## config.mk

```make
export PLATFORM = sky130hd
export DESIGN_NAME = parity_serial_rx_flat
export DESIGN_NICKNAME = d
export VERILOG_FILES = /design/src/rtl/parity_serial_rx_if.sv /design/src/rtl/parity_serial_rx.sv /design/src/flat_wrapper.sv
export SDC_FILE = /design/constraint.sdc
export NUM_CORES = 1
export LEC_CHECK = 0
export ABC_AREA = 1
export CORE_MARGIN = 1
export CORE_UTILIZATION = 50
export DETAILED_ROUTE_END_ITERATION = 6
export HOLD_SLACK_MARGIN = 0.03
export PLACE_DENSITY = 0.74
export SYNTH_ARGS = -nofsm -noshare
export SYNTH_HDL_FRONTEND = slang
export SYNTH_SLANG_ARGS = --single-unit
```

## constraint.sdc

```tcl
create_clock -name clk -period 1.4 [get_ports clk]
set_input_delay 0.21 -clock clk [delete_from_list [all_inputs] [get_ports clk]]
set_output_delay 0.21 -clock clk [all_outputs]
set_load 0.03 [all_outputs]
```

## src/rtl/parity_serial_rx_if.sv

```systemverilog
// Serial parity link, receive side: line inputs and recovered-word outputs.
interface parity_serial_rx_if #(
    parameter int unsigned DATA_W = 8
);
    logic              bit_en;
    logic              rx;
    logic [DATA_W-1:0] data_out;
    logic              data_valid;
    logic              parity_err;
    logic              frame_err;
    logic              busy;

    // Line side / consumer: drives the strobe and line, observes the word
    modport master (
        output bit_en,
        output rx,
        input  data_out,
        input  data_valid,
        input  parity_err,
        input  frame_err,
        input  busy
    );

    // Receiver block
    modport slave (
        input  bit_en,
        input  rx,
        output data_out,
        output data_valid,
        output parity_err,
        output frame_err,
        output busy
    );
endinterface

```

## src/rtl/parity_serial_rx.sv

```systemverilog
// Serial parity receiver: start bit, DATA_W data bits LSB first, one parity
// bit, one stop bit. Bit timing comes from the external bit_en strobe.
module parity_serial_rx #(
    parameter int unsigned DATA_W     = 8,
    parameter int unsigned PARITY_ODD = 0
) (
    input  logic               clk,
    input  logic               rst,
    parity_serial_rx_if.slave  bus
);
    localparam int unsigned CNT_W    = $clog2(DATA_W + 1);
    localparam logic        ACC_INIT = (PARITY_ODD != 0);

    localparam logic [1:0] ST_IDLE = 2'd0;
    localparam logic [1:0] ST_DATA = 2'd1;
    localparam logic [1:0] ST_PAR  = 2'd2;
    localparam logic [1:0] ST_STOP = 2'd3;

    logic [1:0]        state;
    logic [CNT_W-1:0]  bit_cnt;
    logic [DATA_W-1:0] shreg;
    logic [DATA_W-1:0] shreg_next;
    logic              acc;
    logic              perr;
    logic [DATA_W-1:0] data_q;
    logic              valid_q;
    logic              perr_q;
    logic              ferr_q;

    // Next shift-register value: new bit enters at the MSB so the first bit lands in bit 0
    generate
        if (DATA_W == 1) begin : g_shift_one
            assign shreg_next = bus.rx;
        end else begin : g_shift_many
            assign shreg_next = {bus.rx, shreg[DATA_W-1:1]};
        end
    endgenerate

    // Frame FSM and datapath, advancing only on bit_en strobes
    always_ff @(posedge clk) begin
        if (rst) begin
            state   <= ST_IDLE;
            bit_cnt <= '0;
            shreg   <= '0;
            acc     <= 1'b0;
            perr    <= 1'b0;
            data_q  <= '0;
            valid_q <= 1'b0;
            perr_q  <= 1'b0;
            ferr_q  <= 1'b0;
        end else begin
            valid_q <= 1'b0;
            if (bus.bit_en) begin
                case (state)
                    ST_IDLE: begin
                        if (!bus.rx) begin
                            state   <= ST_DATA;
                            bit_cnt <= '0;
                            acc     <= ACC_INIT;
                        end
                    end
                    ST_DATA: begin
                        shreg   <= shreg_next;
                        acc     <= acc ^ bus.rx;
                        bit_cnt <= bit_cnt + CNT_W'(1);
                        if (bit_cnt == CNT_W'(DATA_W - 1)) begin
                            state <= ST_PAR;
                        end
                    end
                    ST_PAR: begin
                        perr  <= acc ^ bus.rx;
                        state <= ST_STOP;
                    end
                    ST_STOP: begin
                        data_q  <= shreg;
                        perr_q  <= perr;
                        ferr_q  <= ~bus.rx;
                        valid_q <= 1'b1;
                        state   <= ST_IDLE;
                    end
                    default: state <= ST_IDLE;
                endcase
            end
        end
    end

    // Output mapping; busy reflects any non-idle state
    assign bus.data_out   = data_q;
    assign bus.data_valid = valid_q;
    assign bus.parity_err = perr_q;
    assign bus.frame_err  = ferr_q;
    assign bus.busy       = (state != ST_IDLE);
endmodule

```

## src/flat_wrapper.sv

```systemverilog
// flat-port wrapper written by rule: the top's interface ports become plain ports
module parity_serial_rx_flat 
#(
    parameter int unsigned DATA_W     = 8,
    parameter int unsigned PARITY_ODD = 0
)
  (clk, rst, bus_bit_en, bus_rx, bus_data_out, bus_data_valid, bus_parity_err, bus_frame_err, bus_busy);
  parity_serial_rx_if #(.DATA_W(DATA_W)) bus_i ();
  input  logic clk;
  input  logic rst;
  input wire logic [$bits(bus_i.bit_en)-1:0] bus_bit_en;
  input wire logic [$bits(bus_i.rx)-1:0] bus_rx;
  output wire logic [$bits(bus_i.data_out)-1:0] bus_data_out;
  output wire logic [$bits(bus_i.data_valid)-1:0] bus_data_valid;
  output wire logic [$bits(bus_i.parity_err)-1:0] bus_parity_err;
  output wire logic [$bits(bus_i.frame_err)-1:0] bus_frame_err;
  output wire logic [$bits(bus_i.busy)-1:0] bus_busy;
  assign bus_i.bit_en = bus_bit_en;
  assign bus_i.rx = bus_rx;
  assign bus_data_out = bus_i.data_out;
  assign bus_data_valid = bus_i.data_valid;
  assign bus_parity_err = bus_i.parity_err;
  assign bus_frame_err = bus_i.frame_err;
  assign bus_busy = bus_i.busy;
  parity_serial_rx #(.DATA_W(DATA_W), .PARITY_ODD(PARITY_ODD)) u_core (.clk(clk), .rst(rst), .bus(bus_i));
endmodule
```

==> flow_summary.json <==
{
  "firstDrtPassIters": 4,
  "drv_slew": 0,
  "wl_met2_microns": 997,
  "max_slew_margin": 0.6492,
  "diodes": 0,
  "syn_area_per_cell_sq_um": 7.368,
  "start_util": 0.5521,
  "vias": 976,
  "syn-instance-count": 153,
  "criticalPathCategory": "flop to output port",
  "setup_violations": 0,
  "met1_length_microns": 1038,
  "cts_tree": "yes",
  "crit_path_start_kind": "flop",
  "p_per_area_nw_per_um2": 1064,
  "ys_ff_latch": 27,
  "cp_cell_sequence": "dlygate4sd2_1",
  "postRouteAntennaNets": 0,
  "drive_gt1_frac": 0.1314,
  "dieArea_sq_um": 2449,
  "gp_congestion": 0.8352,
  "cts_max_path_buffers": 2,
  "crit_fanout": 2,
  "worstSetupEndpointType": "output port",
  "coreArea_sq_um": 2042,
  "outcome": "finished, final reports clean",
  "wl_microns": 2142,
  "critPathArrivalTime_ps": 1090,
  "power_mw": 1.473,
  "hold_violations": 0,
  "grt_max_degree": 24,
  "tightest_slew_ps": 525.6,
  "finalCriticalPeriod_ps": 1301,
  "ios": 16,
  "setup_tns_ps": 0,
  "track_usage": 0.1936,
  "fp.dieW_microns": 49.49,
  "finish.utilization": 0.6783,
  "synth_flop_cell": "dfxtp_1",
  "timing.max_cap.violations": 0,
  "achievable-frequency_mhz": 768.6,
  "synth_edf_count": 0,
  "fp.dieH_microns": 49.49,
  "finalClockSkew_ps": 4.952,
  "required_ps": 1190,
  "cellLeakagePower_nw": 0.6494,
  "clkTransAtPathRegs_ps": 140,
  "dp_hpwl_microns": 1588,
  "crit_buf_inv": 1,
  "vdd_drop_max_mv": 0.8306,
  "yosysMostFrequentCell": "nor2_1",
  "async_flop_share": 0,
  "root_buffer": "clkbuf_4",
  "yosysTopAreaCell": "dfxtp_1",
  "wire_per_inst_microns": 10.60,
  "syn-cell-area_sq_um": 1127,
  "htreeDepth": 1,
  "yosysSeqAreaShare": 0.4795,
  "syn_to_final_growth_pct": 22.86,
  "cpPeakStageDelay_ps": 410,
  "highest_layer": "met4",
  "drt_iter0_drc": 22,
  "synthTopCellsByArea": "dfxtp_1 48%, nor2_1 16%, o21ai_0 8.4%",
  "port_buffers": 15,
  "cts_buffers": 3,
  "route.met3.wl_microns": 82,
  "avgViaCountPerCell": 4.832,
  "cts_hold_buf": 0,
  "finalCritPeriodShare": 0.9293,
  "synth_cell_types": 16,
  "grt_pass1_wl_microns": 3670,
  "clock_latency_ps": 320,
  "overflow": 0,
  "final.setup.worst_slack_ps": 98.92,
  "synthDominantCellAreaShare": 0.4795,
  "antenna_found_initial": 0,
  "drc_errors": 0,
  "path_delay_family": "buffers and inverters",
  "hp-class": "flop to flop",
  "syn_nets": 163,
  "fin_nets": 186,
  "cpMaxStageDelayCell": "dlygate4sd2_1",
  "cts_sinks": 27,
  "yosys_warnings": 0,
  "rsz0062_at_grt": "no",
  "first_global_vias": 871,
  "rows": 16,
  "dp_slack_ps": -64.12,
  "yosys-top-cells-count": "47 x nor2_1, 27 x dfxtp_1, 22 x nand2_1"
}
==> layout make-up <==
class | instances | area (sq um)
clock inverter | 1 | 7.507
tap | 27 | 33.78
inverter | 15 | 56.30
clock buffer | 3 | 22.52
fill | 201 | 656.9
timing repair buffer | 22 | 186.4
sequential | 27 | 543.0
multi-input combinational | 107 | 535.5
==> sequential cells by signal, indices dropped and copies added (netlist names) <==
signal and count:
u_core.bus.data_out 8, u_core.shreg 8, u_core.bit_cnt 4, u_core.state 2, u_core.acc 1, u_core.bus.data_valid 1, u_core.bus.frame_err 1, u_core.bus.parity_err 1
u_core.perr 1
==> placed cells by master (no fill, tap or decap) <==
cell type and count:
clkdlybuf4s50_1 3, mux2i_1 1, ha_2 1, nor2_2 1, dfxtp_1 25, nor2_1 46
clkbuf_4 3, o21bai_1 1, clkinvlp_4 1, a21oi_1 5, xor2_1 1, nand2_2 2
nand2_1 20, buf_4 8, dlygate4sd2_1 11, nand4_1 1, nand3_1 3, dfxtp_2 2
inv_1 12, ha_1 4, ha_4 1, inv_2 3, o21ai_0 19, nor2_4 1
==> layer usage <==
metal	GRT usage	vias to the layer above
met5	0	-
met4	0.05714	0
met3	0.02778	2
met2	0.3288	25
met1	0.2549	428
li1	-	521
==> path summary, 6_finish.rpt <==
path / cells after the start / slack [ps] / to / from
min: 2 / 490 / u_core.acc / u_core.acc
min reg2reg: 2 / 490 / u_core.acc / u_core.acc
max reg2reg: 7 / 110 / u_core.acc / u_core.state[0]
max: 1 / 100 / bus_data_out[4] / u_core.bus.data_out[4]
==> cell families after synthesis <==
group                      after synthesis  share of synthesized area
buffers and inverters                   19                    0.06548
and+or+nand+nor                         74                     0.2586
muxes                                    1                   0.008879
AOI/OAI and AO/OA                       25                     0.1132
xor gates and xnor gates                 1                   0.007771
adders and majority gates                6                    0.06659
DFF                                     27                     0.4795
==> through the flow <==
stage	hold WS, ps	instances	instance area, sq um
after floorplan	279.1	153	1127
after global placement	460.1	196	1329
after detailed placement	471.8	196	1329
after CTS	489.4	201	1368
after global routing	516.2	202	1385
final	486.9	202	1385
==> where the power goes <==
part | internal, mW | total [mW] | switching [mW]
registers | 0.810 | 0.835 | 0.0247
clock network | 0.109 | 0.332 | 0.224
logic | 0.120 | 0.306 | 0.186
total | 1.04 | 1.47 | 0.434
==> timing repair <==
item,in CTS,in global routing
setup buffers,1,1
setup endpoints to repair,15,15
pin swaps,0,1
resized for setup,15,6
Power figures use the tool's default switching activity.
